File: config.mk
export PLATFORM = sky130hd
export DESIGN_NAME = imm_gen_pipe
export DESIGN_NICKNAME = d
export VERILOG_FILES = /design/src/rtl/imm_gen_pkg.sv /design/src/rtl/imm_gen_decode.sv /design/src/rtl/imm_gen_pipe.sv
export SDC_FILE = /design/constraint.sdc
export NUM_CORES = 1
export LEC_CHECK = 0
export CAP_MARGIN = 20
export CORE_UTILIZATION = 40
export CTS_CLUSTER_DIAMETER = 60
export DETAILED_ROUTE_END_ITERATION = 12
export MAX_ROUTING_LAYER = met4
export PLACE_DENSITY_LB_ADDON = 0.25
export RECOVER_POWER = 25
export SLEW_MARGIN = 10
export SYNTH_ARGS = -nofsm -noshare
export SYNTH_HDL_FRONTEND = slang
export SYNTH_SLANG_ARGS = --single-unit
File: constraint.sdc
create_clock -name clk -period 4.9 [get_ports clk]
set_input_delay 1.47 -clock clk [delete_from_list [all_inputs] [get_ports clk]]
set_output_delay 1.47 -clock clk [all_outputs]
set_load 0.05 [all_outputs]
File: src/rtl/imm_gen_pkg.sv
// rtl/imm_gen_pkg.sv - shared format codes, opcode constants and target-select helper for imm_gen_pipe
package imm_gen_pkg;

  typedef enum logic [2:0] {
    FMT_R = 3'd0,
    FMT_I = 3'd1,
    FMT_S = 3'd2,
    FMT_B = 3'd3,
    FMT_U = 3'd4,
    FMT_J = 3'd5,
    FMT_Z = 3'd6,
    FMT_X = 3'd7
  } fmt_e;

  localparam logic [6:0] OP_IMM    = 7'b0010011;
  localparam logic [6:0] OP_LOAD   = 7'b0000011;
  localparam logic [6:0] OP_JALR   = 7'b1100111;
  localparam logic [6:0] OP_SYSTEM = 7'b1110011;
  localparam logic [6:0] OP_IMM_32 = 7'b0011011;
  localparam logic [6:0] OP_STORE  = 7'b0100011;
  localparam logic [6:0] OP_BRANCH = 7'b1100011;
  localparam logic [6:0] OP_LUI    = 7'b0110111;
  localparam logic [6:0] OP_AUIPC  = 7'b0010111;
  localparam logic [6:0] OP_JAL    = 7'b1101111;
  localparam logic [6:0] OP_OP     = 7'b0110011;
  localparam logic [6:0] OP_OP_32  = 7'b0111011;

  // Branches, jumps and AUIPC produce pc+imm; everything else produces pc+4.
  function automatic logic uses_pc_target(input fmt_e f, input logic [6:0] opcode);
    return (f == FMT_B) || (f == FMT_J) || ((f == FMT_U) && (opcode == OP_AUIPC));
  endfunction

endpackage

File: src/rtl/imm_gen_decode.sv
// rtl/imm_gen_decode.sv - combinational format/immediate decode; IMM_GEN_PIPE_ZIMM_EN enables CSR zimm format
module imm_gen_decode
  import imm_gen_pkg::*;
#(
  parameter int XLEN = 32
) (
  input  logic [31:0]     inst,
  output fmt_e            fmt,
  output logic [XLEN-1:0] imm,
  output logic            illegal
);

  logic [XLEN-1:0] imm_i;
  logic [XLEN-1:0] imm_s;
  logic [XLEN-1:0] imm_b;
  logic [XLEN-1:0] imm_j;
  logic [XLEN-1:0] imm_u;

  assign imm_i = {{(XLEN-12){inst[31]}}, inst[31:20]};
  assign imm_s = {{(XLEN-12){inst[31]}}, inst[31:25], inst[11:7]};
  assign imm_b = {{(XLEN-13){inst[31]}}, inst[31], inst[7], inst[30:25], inst[11:8], 1'b0};
  assign imm_j = {{(XLEN-21){inst[31]}}, inst[31], inst[19:12], inst[20], inst[30:21], 1'b0};

  // U immediate: bit 31 is inst[31], so filling every upper bit with inst[31] gives the sign extension on RV64.
  always_comb begin
    imm_u        = {{(XLEN-12){inst[31]}}, 12'h000};
    imm_u[30:12] = inst[30:12];
  end

  // Opcode to format and immediate selection; unknown opcodes fall through to the illegal format.
  always_comb begin
    fmt = FMT_X;
    imm = '0;
    case (inst[6:0])
      OP_IMM, OP_LOAD, OP_JALR: begin
        fmt = FMT_I;
        imm = imm_i;
      end
      OP_SYSTEM: begin
`ifdef IMM_GEN_PIPE_ZIMM_EN
        if (inst[14]) begin
          fmt = FMT_Z;
          imm = {{(XLEN-5){1'b0}}, inst[19:15]};
        end else begin
          fmt = FMT_I;
          imm = imm_i;
        end
`else
        fmt = FMT_I;
        imm = imm_i;
`endif
      end
      OP_IMM_32: begin
        if (XLEN == 64) begin
          fmt = FMT_I;
          imm = imm_i;
        end
      end
      OP_STORE: begin
        fmt = FMT_S;
        imm = imm_s;
      end
      OP_BRANCH: begin
        fmt = FMT_B;
        imm = imm_b;
      end
      OP_LUI, OP_AUIPC: begin
        fmt = FMT_U;
        imm = imm_u;
      end
      OP_JAL: begin
        fmt = FMT_J;
        imm = imm_j;
      end
      OP_OP: fmt = FMT_R;
      OP_OP_32: begin
        if (XLEN == 64) fmt = FMT_R;
      end
      default: fmt = FMT_X;
    endcase
    illegal = (fmt == FMT_X);
  end

endmodule

File: src/rtl/imm_gen_pipe.sv
// rtl/imm_gen_pipe.sv - registered immediate generator with skid buffer; IMM_GEN_PIPE_ZIMM_EN selects zimm decode
module imm_gen_pipe
  import imm_gen_pkg::*;
#(
  parameter int XLEN  = 32,
  parameter int CNT_W = 16
) (
  input  logic             clk,
  input  logic             rst,
  input  logic             in_valid,
  output logic             in_ready,
  input  logic [31:0]      inst,
  input  logic [XLEN-1:0]  pc,
  output logic             out_valid,
  input  logic             out_ready,
  output logic [XLEN-1:0]  imm,
  output logic [2:0]       fmt,
  output logic [XLEN-1:0]  target,
  output logic             illegal,
  output logic [CNT_W-1:0] illegal_cnt
);

  localparam logic [XLEN-1:0] PC_STEP = XLEN'(4);

  fmt_e            dec_fmt;
  logic [XLEN-1:0] dec_imm;
  logic            dec_illegal;
  logic [XLEN-1:0] new_target;

  logic            out_valid_q;
  logic [XLEN-1:0] out_imm_q;
  fmt_e            out_fmt_q;
  logic [XLEN-1:0] out_target_q;
  logic            out_illegal_q;

  logic            skid_valid_q;
  logic [XLEN-1:0] skid_imm_q;
  fmt_e            skid_fmt_q;
  logic [XLEN-1:0] skid_target_q;
  logic            skid_illegal_q;

  logic [CNT_W-1:0] cnt_q;

  logic accept;
  logic consume;
  logic out_free;

  imm_gen_decode #(.XLEN(XLEN)) u_decode (
    .inst    (inst),
    .fmt     (dec_fmt),
    .imm     (dec_imm),
    .illegal (dec_illegal)
  );

  assign new_target = pc + (uses_pc_target(dec_fmt, inst[6:0]) ? dec_imm : PC_STEP);

  // Ready depends only on skid occupancy, so there is no combinational path from out_ready.
  assign in_ready = !skid_valid_q;
  assign accept   = in_valid && in_ready;
  assign consume  = out_valid_q && out_ready;
  assign out_free = consume || !out_valid_q;

  // Output register refills from skid first (ordering), else from the decoder; a held output diverts input to skid.
  always_ff @(posedge clk) begin
    if (rst) begin
      out_valid_q    <= 1'b0;
      out_imm_q      <= '0;
      out_fmt_q      <= FMT_R;
      out_target_q   <= '0;
      out_illegal_q  <= 1'b0;
      skid_valid_q   <= 1'b0;
      skid_imm_q     <= '0;
      skid_fmt_q     <= FMT_R;
      skid_target_q  <= '0;
      skid_illegal_q <= 1'b0;
    end else if (out_free) begin
      if (skid_valid_q) begin
        out_valid_q   <= 1'b1;
        out_imm_q     <= skid_imm_q;
        out_fmt_q     <= skid_fmt_q;
        out_target_q  <= skid_target_q;
        out_illegal_q <= skid_illegal_q;
        skid_valid_q  <= 1'b0;
      end else begin
        out_valid_q <= accept;
        if (accept) begin
          out_imm_q     <= dec_imm;
          out_fmt_q     <= dec_fmt;
          out_target_q  <= new_target;
          out_illegal_q <= dec_illegal;
        end
      end
    end else if (accept) begin
      skid_valid_q   <= 1'b1;
      skid_imm_q     <= dec_imm;
      skid_fmt_q     <= dec_fmt;
      skid_target_q  <= new_target;
      skid_illegal_q <= dec_illegal;
    end
  end

  // Count illegal bundles as they leave, holding at all-ones.
  always_ff @(posedge clk) begin
    if (rst) begin
      cnt_q <= '0;
    end else if (consume && out_illegal_q && (cnt_q != '1)) begin
      cnt_q <= cnt_q + CNT_W'(1);
    end
  end

  assign out_valid   = out_valid_q;
  assign imm         = out_imm_q;
  assign fmt         = out_fmt_q;
  assign target      = out_target_q;
  assign illegal     = out_illegal_q;
  assign illegal_cnt = cnt_q;

endmodule
==> out/metrics.yaml <==
outcome:
  status: "finished with violations"
  violations: "capacitance limit, slew limit"
global_route:
  antenna_found_initial: 0
  grt_start_max_net_pins: 89
  overflow: 0
  grt_pass1_vias: 7501
  grtUsageTotal_pct: 25.01
  grt_pass1_wl_um: 38620
die:
  chipHeight_um: 143.9
  num_io_pins: 154
  rows: 51
  coreArea_um2: 19590
  die_area_um2: 20710
  start_util_pct: 41.11
  die_w_um: 143.9
power_and_ir_drop:
  ir_drop_v: 0.0002362
  p_leak_nw: 4.538
  p_per_area_nw_per_um2: 275.8
timing:
  max_freq_mhz: 211.2
  period_share_pct: 96.63
  tns_ns: 0
  setup_violations: 0
  hold_viol: 0
  fin_worst_skew_ns: 0.007497
  maxSlewHeadroom_pct: -60.91
  slew_violations: 193
  finalCriticalPeriod_ns: 4.735
  worst_pin_slew_ns: 2.388
clock_network:
  cts_htree_levels: 4
  cts_root_buf: "clkbuf_16"
  insertion_delay_ns: 0.43
  clkSinkCount: 154
  numCtsBuffers: 17
  tritoncts: "yes"
  clkSlewWorstSetupHoldPaths_ns: 0.07
  cts_max_path_buffers: 2
synthesis:
  synth_ff_type: "dfxtp_1"
  syn_inst: 1067
  synthTopCellsByArea: "dfxtp_1 38%, a21oi_1 8.5%, nand2_1 8.4%, nor2_1 7.0%, ha_1 5.0%"
  async_flop_share_pct: 0
  yosys.area.top_type: "dfxtp_1"
  yosys_register_bits: 154
  ys_warn_count: 0
  synth_top_area_share_pct: 38.28
  syn_area_per_cell_um2: 7.548
  yosys.cell_types.count: 57
  syn-num-nets: 1168
  synth_edf_count: 0
  synth-seq-area-share_pct: 38.28
  syn_area_um2: 8054
final_layout:
  area_growth_pct: 42.18
  stdcell_count: 1588
  nets: 1411
  register_area_um2: 3084
  diodes: 0
  multi_input_comb_area_um2: 4841
  final_cell_area_um2: 11450
  fillCellCount: 1793
  layout-drive-gt1-share_pct: 17.01
detailed_routing:
  avgRoutedWirePerCell_um: 15.64
  wirelength_um: 24830
  drcViolationCount: 0
  drtPass1Iterations: 5
  vias: 8328
  drtIter0Drc: 523
  ant_nets: 0
  via_per_inst: 5.244
critical_path:
  critPathKind: "in -> reg"
  crit_path_start_kind: "primary input"
  endpoint_kind: "register"
  required_ns: 5.27
  cp_max_fo: 7
  cp_data_arrival_time_ns: 5.11
  rrSetupSlack_ns: 1.22
placed_design:
  routabilityCongestion: 0.9474
  dp_hpwl_um: 17760
  dp.cells: 1551
  place_area_um2: 10730
  io_buffers: 153
worst_hold_path:
  min_path_type: "reg -> reg"
run:
  maxCapViolCount: 4
==> area by class of cell <==
class	instances	area share (%)
clock buffers	18	3.835
clock inverters	14	1.093
inverters	10	0.3278
multi-input cells	832	42.27
flip-flops and latches	154	26.93
well taps	265	2.896
repair buffers	295	22.64
==> power by group <==
| group | switching [W] | internal [W] | total, W | leakage [nW] |
|---|---|---|---|---|
| clock | 0.000595 | 0.000682 | 0.00128 | 0.267 |
| sequential | 0.0000257 | 0.00130 | 0.00133 | 1.26 |
| combinational | 0.000334 | 0.000219 | 0.000554 | 3.02 |
| total | 0.000955 | 0.00220 | 0.00316 | 4.54 |
==> critical path: stages <==
cell and delay [ns]:
clkdlybuf4s50_1 0.48, nand2_1 0.11, or3_4 0.42, a21oi_4 0.29, a21oi_2 0.09, nor2_1 0.14
ha_1 0.29, buf_4 0.17, nand4_1 0.08, o221ai_2 0.13, o21a_1 0.22, o41a_4 0.39
a21oi_2 0.18, mux2i_1 0.11, a2111o_1 0.40, a21oi_2 0.12
==> synth_stat cells (2+ instances only) <==
master	count
inv_1	9
a311oi_1	6
nor2_1	151
a21oi_1	137
nand2_1	181
a21o_1	13
or3_1	4
nor3b_1	2
and2_1	5
and3_1	8
mux2i_1	9
nor2b_1	10
a21oi_2	4
o21ai_1	2
o2111ai_1	2
dfxtp_1	154
a31oi_1	8
o41ai_1	4
nand2b_1	5
nand3b_1	2
o21a_1	6
clkbuf_1	61
ha_1	32
or2_2	3
nand3_1	21
nor3_1	16
buf_1	9
nor4_1	2
a22oi_1	5
xnor2_1	23
nand4_1	7
a211oi_1	39
o211ai_1	23
o21ai_0	60
xor2_1	19
and4_1	4
==> kinds of logic after synthesis <==
| logic type | share of synthesized area, % |
|---|---|
| mux | 1.119 |
| simple gates | 22.26 |
| buf+inv | 3.790 |
| fa+ha+maj | 5.220 |
| flops | 38.28 |
| compound gates | 24.72 |
| xor+xnor | 4.567 |
| other cells | 0.04656 |
==> state kept, by name (all words and copies together), names as in the netlist <==
register        flops
skid_imm_q         32
fmt                 3
imm                32
target             32
skid_illegal_q      1
out_valid           1
skid_target_q      32
illegal_cnt        16
skid_fmt_q          3
illegal             1
skid_valid_q        1
==> layer usage <==
layer	global-route usage (%)	wire length [um]	vias to the layer above
met3	3.665	1614	30
met1	33.79	11680	3810
met4	7.839	437	0
li1	-	-	4211
met5	-	0	-
met2	38.22	11100	277
==> cell usage in the layout (no fill, tap or decap), types with 3 or more instances in the layout <==
cell and n:
a211oi_1 38, and3_1 7, ha_1 32, xor2_1 18
mux2i_1 9, dfxtp_1 153, dlymetal6s2s_1 3, nand3_1 20
and2_1 4, nand2b_1 5, a21o_1 13, inv_8 3
or2_2 3, o21ai_0 56, o21ai_1 4, nor3_1 15
o21a_1 6, nor2b_1 8, inv_1 9, nand4_1 7
inv_6 6, xnor2_1 23, clkdlybuf4s50_1 128, nor2_1 146
a21oi_2 13, a311oi_1 5, a22oi_1 3, dlygate4sd3_1 19
or3_1 3, buf_4 138, a21oi_1 127, nand2_1 181
and4_1 3, a31oi_1 7, nor2_2 3, clkbuf_16 17
clkinvlp_4 4, o211ai_1 23
==> per-stage QoR <==
stage / setup slack (ns) / hold WS, ns / power (W) / utilization (%)
after global routing: -0.02920 / 0.4597 / 0.003280 / 58.45
after detailed placement: -0.5876 / 0.4445 / 0.001901 / 54.75
after global placement: -0.5102 / 0.4387 / 0.001899 / 54.75
after floorplan: 0.01151 / 0.4357 / 0.001668 / -
after CTS: 0.008874 / 0.4512 / 0.003170 / 57.71
final: 0.1652 / 0.4449 / 0.003158 / 58.45
==> path summary, 6_finish.rpt <==
| path | to | depth (start not counted) | from |
|---|---|---|---|
| hold reg to reg | imm[4] | 2 | imm[4] |
| setup reg to reg | target[30] | 6 | skid_valid_q |
| setup / recovery | target[29] | 16 | inst[1] |
| hold / removal | imm[4] | 2 | imm[4] |
==> timing repair <==
item                                    CTS  global route
pin swaps                                 2            15
hold endpoints to repair                  0             0
hold buffers                              0             0
endpoints found under the setup margin   11            31
resized for setup                         4            40
setup buffers                             1             4
Power figures use the tool's default switching activity.
